**src/rtl/hc161_disp_scan.sv**
```systemverilog
// hc161_disp_scan: snapshot, overflow flag and multiplexed 7-segment driver
// for a chain of cascaded 74HC161 counters.
//
// The counter outputs are captured on a latch strobe. A sticky overflow flag
// records terminal-count events since the last latch. The snapshot is scanned
// onto a common-anode display one digit per PRESCALE clocks. The seg and an
// outputs are both active-low and registered.
//
// Optional build macro: HC161_DISP_LZB_EN
//   defined   - leading-zero blanking of digits above digit 0
//   undefined - every digit is shown, including leading zeros
module hc161_disp_scan #(
    parameter int DIGITS   = 4,
    parameter int PRESCALE = 1000
) (
    input  logic                  cp,
    input  logic                  mr,
    input  logic [4*DIGITS-1:0]   qin,
    input  logic                  tc_in,
    input  logic                  le,
    input  logic                  blank,
    output logic [6:0]            seg,
    output logic [DIGITS-1:0]     an,
    output logic                  ovf
);

    // Counter widths never drop to zero bits, so the degenerate
    // single-digit / every-cycle cases still build cleanly.
    localparam int PW = (PRESCALE > 1) ? $clog2(PRESCALE) : 1;
    localparam int IW = (DIGITS > 1) ? $clog2(DIGITS) : 1;

    logic [4*DIGITS-1:0] snap_r;
    logic                ovf_r;
    logic [PW-1:0]       presc_r;
    logic [IW-1:0]       idx_r;
    logic [DIGITS-1:0]   an_r;
    logic [6:0]          seg_r;

    logic                tick_s;
    logic [4*DIGITS-1:0] snap_shift_s;
    logic [3:0]          cur_dig_s;
    logic [DIGITS-1:0]   an_next_s;
    logic                slot_off_s;
    logic                out_off_s;

    // Active-high hex decode, bit order {g,f,e,d,c,b,a}.
    function automatic logic [6:0] hex7(input logic [3:0] d);
        logic [6:0] r;
        case (d)
            4'h0:    r = 7'h3F;
            4'h1:    r = 7'h06;
            4'h2:    r = 7'h5B;
            4'h3:    r = 7'h4F;
            4'h4:    r = 7'h66;
            4'h5:    r = 7'h6D;
            4'h6:    r = 7'h7D;
            4'h7:    r = 7'h07;
            4'h8:    r = 7'h7F;
            4'h9:    r = 7'h6F;
            4'hA:    r = 7'h77;
            4'hB:    r = 7'h7C;
            4'hC:    r = 7'h39;
            4'hD:    r = 7'h5E;
            4'hE:    r = 7'h79;
            4'hF:    r = 7'h71;
            default: r = 7'h00;
        endcase
        return r;
    endfunction

    // Digit selection, anode pattern and scan tick for the current index.
    always_comb begin
        tick_s       = (presc_r == PW'(PRESCALE - 1));
        snap_shift_s = snap_r >> {idx_r, 2'b00};
        cur_dig_s    = snap_shift_s[3:0];
        an_next_s    = ~(DIGITS'(1'b1) << idx_r);
    end

`ifdef HC161_DISP_LZB_EN
    logic [DIGITS-1:0] lz_s;
    logic [DIGITS-1:0] lz_shift_s;
    logic              zero_run_s;

    // lz_s[i] is set when digits DIGITS-1 down to i are all zero; digit 0
    // is excluded so that a zero value still shows a single "0".
    always_comb begin
        zero_run_s = 1'b1;
        lz_s       = '0;
        for (int i = DIGITS - 1; i >= 0; i--) begin
            zero_run_s = zero_run_s & (snap_r[4*i +: 4] == 4'h0);
            lz_s[i]    = zero_run_s;
        end
        lz_shift_s = lz_s >> idx_r;
        slot_off_s = (idx_r != IW'(0)) & lz_shift_s[0];
    end
`else
    // Every slot is displayed when leading-zero blanking is not built in.
    always_comb begin
        slot_off_s = 1'b0;
    end
`endif

    // Slot is dark when externally blanked or suppressed as a leading zero.
    always_comb begin
        out_off_s = blank | slot_off_s;
    end

    // Snapshot capture on the latch strobe.
    always_ff @(posedge cp) begin
        if (mr) begin
            snap_r <= '0;
        end else if (le) begin
            snap_r <= qin;
        end else begin
            snap_r <= snap_r;
        end
    end

    // Sticky overflow: a terminal count sets it, a latch without tc clears it.
    always_ff @(posedge cp) begin
        if (mr) begin
            ovf_r <= 1'b0;
        end else if (tc_in) begin
            ovf_r <= 1'b1;
        end else if (le) begin
            ovf_r <= 1'b0;
        end else begin
            ovf_r <= ovf_r;
        end
    end

    // Prescaler: free-running modulo-PRESCALE counter that paces the scan.
    always_ff @(posedge cp) begin
        if (mr) begin
            presc_r <= '0;
        end else if (tick_s) begin
            presc_r <= '0;
        end else begin
            presc_r <= presc_r + PW'(1);
        end
    end

    // Digit index: advances once per prescaler period, modulo DIGITS.
    always_ff @(posedge cp) begin
        if (mr) begin
            idx_r <= '0;
        end else if (tick_s) begin
            if (idx_r == IW'(DIGITS - 1)) begin
                idx_r <= '0;
            end else begin
                idx_r <= idx_r + IW'(1);
            end
        end else begin
            idx_r <= idx_r;
        end
    end

    // Output register: one cycle behind the index and snapshot.
    always_ff @(posedge cp) begin
        if (mr) begin
            an_r  <= '1;
            seg_r <= 7'h7F;
        end else if (out_off_s) begin
            an_r  <= '1;
            seg_r <= 7'h7F;
        end else begin
            an_r  <= an_next_s;
            seg_r <= ~hex7(cur_dig_s);
        end
    end

    assign seg = seg_r;
    assign an  = an_r;
    assign ovf = ovf_r;

endmodule

```
**config.mk**
```make
export PLATFORM = sky130hd
export DESIGN_NAME = hc161_disp_scan
export DESIGN_NICKNAME = d
export VERILOG_FILES = /design/src/rtl/hc161_disp_scan.sv
export SDC_FILE = /design/constraint.sdc
export NUM_CORES = 1
export LEC_CHECK = 0
export ABC_AREA = 0
export BUFFER_PORTS_ARGS = -buffer_cell sky130_fd_sc_hd__buf_4
export CORE_ASPECT_RATIO = 1.1
export CORE_MARGIN = 5
export CORE_UTILIZATION = 49
export CTS_BUF_LIST = sky130_fd_sc_hd__clkbuf_16
export CTS_CLUSTER_SIZE = 16
export DETAILED_ROUTE_END_ITERATION = 10
export PLACE_DENSITY = 0.75
export SLEW_MARGIN = 5
export SYNTH_ARGS = -nofsm -noshare
export SYNTH_HDL_FRONTEND = slang
export SYNTH_SLANG_ARGS = --single-unit
```
**constraint.sdc**
```tcl
create_clock -name cp -period 1.83 [get_ports cp]
set_clock_uncertainty 0.1 [all_clocks]
set_input_delay 0.183 -clock cp [delete_from_list [all_inputs] [get_ports cp]]
set_output_delay 0.183 -clock cp [all_outputs]
set_load 0.01 [all_outputs]
```
; Word level (Yosys, flattened, before mapping)
; Memories as Yosys holds them, arrays and structs flattened.
; Index checks and enable logic that the tools add are counted.
[classes]
add_sub_neg = 2
mux = 5
eq_ne = 2
n_shift = 2
n_bitwise = 2
reduce_logical = 3
[ops]
columns = cell, count
row1 = $shr A16 B4 Y4, 1
row2 = $mux W7, 2
row3 = $add A10 B1 Y10 const B, 1
row4 = $eq A10 B10 Y1 const B, 1
row5 = $not A7 Y7, 1
row6 = $not A4 Y4, 1
row7 = $reduce_or A2 Y1, 2
row8 = $shl A1 B2 Y4 const A, 1
row9 = $add A2 B1 Y2 const B, 1
row10 = $eq A2 B2 Y1 const B, 1
row11 = $mux W1, 2
row12 = $mux W2, 1
row13 = $reduce_bool A2 Y1, 1
[totals]
output_inout_bits = 12
word_cells = 23
rom_bits = 112
in_bits = 21
regBits = 40
n_memories = 1
[memory_table]
columns = memory, words, word_bits, read_ports, rd_ports_with_merged_regs, wr, line
row1 = (name not given), 16, 7, 1, 0, 0, 49  ; case (d)

; Longest topological paths before layout
; An unclocked memory read counts as a cell.
[depth]
depth_word = 5
ltp_mapped = 7

; Worst setup path before layout
; OpenSTA, ideal clock, no wires.
[synth_path]
kind = reg2reg
startpoint = register idx_r[0]
endpoint = register seg_r[5], in the netlist seg[5]
synth_period_minus_slack_ns = 1.921
setup_slack_ns = -0.091
path_buffers = 1
setup_ns = 0.120
required_time_ns = 1.610
arrival_ns = 1.701
path_stages_with_launch = 7
cell_sequence = dfxtp_1 > buf_6 > mux4_2 > ha_1 > nand2_1 > o21ai_0 > a211o_1
[synth_via]
elab_chain_cells = 5
[synth_lines]
columns = item, line
row1 = from (decl), 35  ; logic [IW-1:0] idx_r;
row2 = from (signal assigned), 151  ; idx_r <= idx_r + IW'(1);
row3 = from (signal assigned), 154  ; idx_r <= idx_r;
row4 = $shr A16 B4 Y4, 74  ; snap_shift_s = snap_r >> {idx_r, 2'b00};
row5 = $mem_v2 Z16 W7, --
row6 = $mux W7, 163  ; end else if (out_off_s) begin
row7 = $mux W7, 160  ; if (mr) begin
row8 = $not A7 Y7, 168  ; seg_r <= ~hex7(cur_dig_s);
row9 = to (signal assigned), 168
row10 = to (decl), 37  ; logic [6:0] seg_r;
; No other way between the ends. The select of a mux whose other input is x is not followed.
; A chain may end at the register's enable or synchronous reset.

; Worst setup path in the final report
[layout_path]
startpoint = register idx_r[0]
endpoint = register seg_r[1], in the netlist seg[1]
; Same word-level chain as after synthesis.

==> results.md <==
- Clock root cell: clkbuf_16
- Largest cells by area after synthesis: dfxtp_1 (46%), mux2i_1 (11%), ha_1 (7.8%)
- Clk slew on worst S/H paths: 0.06 ns
- Initial Utilization: 0.518
- Failing checks: negative setup slack
- Worst VDD drop: 0.000675 V
- Worst skew pair latency: 0.28 ns
- Top_reg_cell synth: dfxtp_1
- Crit Path Max Fanout: 5
- Hold-fix buffers, CTS: 0
- Via density: 5.02
- Simple-gate area share of the yosys netlist: 0.163
- Routed wire length: 3910 um
- Core area: 3390 um^2
- GRT Util Overall: 0.163
- Hold/Removal Path Class: input port to flop
- First-pass GRT wire length: 5940 um
- Tightest Pin Transition: 0.472 ns
- Setup-failing EPs final: 3
- RSZ-0062 raised after global routing: yes
- Power Density: 906 nW/um^2
- Max-cap violations: 0
- Port Buffers: 32
- Num Clock Sinks: 40
- Slew Limit Fails: 0
- Min cycle time layout: 1.94 ns
- DRT Pass-1 Iters: 4
- Residual DRC: 0
- Status: complete, but fails checks
- Complex-gate fraction of the synthesized area: 0.0620
- Die Y-Extent: 72.8 um
- Design Area, Final: 2360 um^2
- Period utilization: 1.06
- Share of cells above drive strength 1: 0.341
- Mapped Cells: 173
- Initial antenna violation count: 0
- Row count: 22
- CTS tree: built
- Max_slew headroom: 0.684
- DP Area: 2100 um^2
- CP endpoint: seg[1]
- Post-Synth Adder-Cell Area: 0.0784
- Mux contribution to synthesized area: 0.160
- RR Startpoint: idx_r[0]
- Vias in the first global route: 1289
- Critical Path End Type: flop
- Pin count of the biggest net entering global routing: 25
- Worst Hold Depth: 3
- Register area share after synthesis: 0.456
- Async set or reset register ratio after synthesis: 0
- FF-to-FF setup slack: -0.11 ns
- Post-synth top cells: dfxtp_1 (40), nor2_1 (31), mux2i_1 (19)
- Largest area contributor in the netlist: dfxtp_1
- Drt wl/cell: 14.6 um
- ANT nets after route: 0
- Setup TNS: -0.170 ns
- # H-tree levels: 2
- Antenna Cells: 0
- Xor/xnor share of the synthesized area: 0.0399
- EDFF count, synth: 0
- Clock buffer depth: 2
- FF-to-FF End: seg[1]
- CP Data Required Time: 1.88 ns
- Worst Path Arrival: 1.99 ns
- Fill count: 267
- Critical path startpoint category: flop
- Ys Warns: 0
- Top cell type's share of synthesized area: 0.456
- GRT Residual Overflow: 0
- Static leakage: 1.03 nW
- Via count: 1346
- Fmax: 517 MHz
- Synth-to-Final Area Change: 34.5%
- Mean post-synth cell area: 10.1 um^2
- Die Area: 4880 um^2
- Initial DRC count: 82
- GPL Wtd Cong: 0.796
- Pwr Total: 0.00214 W
- Post-route setup slack: -0.105 ns
- CTS Buf Count: 5
- Largest family of logic cells by synthesized area: simple AND/OR/NAND/NOR gates
- Critical path class: flop to flop
- Critical path launch point: idx_r[0]
- I/O Pins: 33
- Die Width: 67.1 um
- Dpl hpwl: 2700 um
- Synthesized cell area: 1760 um^2
- Final #Nets: 251
- Worst Reg-to-Reg Cells: 5
- Count leader, synth: dfxtp_1
- Net Count, Synth: 205
- Distinct cell type count after synthesis: 38
- Fin. Hold Viols: 0
- Seq cells post-synth: 40
==> per-layer routing <==
| metal | wire (um) | GRT usage | part of all wire |
|---|---|---|---|
| met5 | 0 | 0 | 0 |
| met4 | 65 | 0.0608 | 0.017 |
| met3 | 217 | 0.0555 | 0.056 |
| met2 | 1950 | 0.273 | 0.50 |
| met1 | 1670 | 0.190 | 0.43 |
==> power by group <==
| group | internal, W | switching [W] | total (W) |
|---|---|---|---|
| sequential | 0.000910 | 0.0000229 | 0.000933 |
| combinational | 0.000119 | 0.000105 | 0.000224 |
| clock | 0.000640 | 0.000343 | 0.000983 |
==> per-stage QoR <==
stage                      util  cells  setup slack, ns  hold slack (ns)
final                     0.697    268           -0.105           0.0146
after global routing      0.697    268           -0.178           0.0346
after CTS                 0.679    264         -0.00769           0.0161
after detailed placement  0.621    253          -0.0771            0.309
after global placement    0.621    253          0.00257            0.294
after floorplan               -    173          -0.0126            0.138
==> layout make-up <==
| type | instances | area, um^2 | area share |
|---|---|---|---|
| well taps | 48 | 60.1 | 0.0254 |
| multi-input cells | 117 | 941 | 0.399 |
| flip-flops and latches | 40 | 806 | 0.341 |
| clock inverters | 3 | 42.5 | 0.0180 |
| clock buffers | 5 | 125 | 0.0530 |
| inverters | 8 | 30.0 | 0.0127 |
| repair buffers | 47 | 357 | 0.151 |
==> timing repair <==
action,4_1_cts,5_1_grt
setup buffers,3,4
gates resized for setup,4,8
pin swaps,3,1
endpoints found under the setup margin,4,14
==> worst min path at each step <==
stage	to	start	slack [ns]
CTS	ovf	tc_in	0.02
detailed placement	ovf	tc_in	0.31
finish	ovf	tc_in	0.01
global placement	ovf	tc_in	0.29
global route	snap_r[4]	qin[4]	0.03
floorplan	idx_r[0]	mr	0.14
==> layout by cell type, fill, tap and decap left out, types with 2 or more instances in the layout <==
| cell | instances |
|---|---|
| a21oi_1 | 2 |
| nor3_1 | 3 |
| xor2_1 | 3 |
| nand2_1 | 9 |
| mux2i_1 | 19 |
| inv_1 | 6 |
| o21ai_1 | 3 |
| ha_1 | 7 |
| nand3_1 | 2 |
| ha_4 | 3 |
| dfxtp_1 | 38 |
| clkbuf_16 | 5 |
| a31oi_1 | 2 |
| inv_2 | 2 |
| nor2_1 | 30 |
| mux4_2 | 4 |
| buf_4 | 46 |
| xnor2_1 | 5 |
==> cells by family (layout without fill, tap and decap cells) <==
logic type | count (synthesis) | in the layout
and+or+nand+nor | 59 | 59
DFF | 40 | 40
muxes | 23 | 23
AOI/OAI and AO/OA | 16 | 16
buffers and inverters | 16 | 63
adders and majority gates | 11 | 11
xor gates and xnor gates | 8 | 8
==> state kept, by name (all words and copies together), names as in the netlist <==
register and count:
an 4, ovf 1, idx_r 2, presc_r 10, snap_r 16, seg 7
==> worst max-delay path: stages, from the launching register on <==
cell	delay, ns
dfxtp_4	0.39
mux4_2	0.60
inv_2	0.11
ha_1	0.25
a31oi_1	0.23
o21ai_1	0.12
No activity file was read; power rests on OpenSTA's default activity.
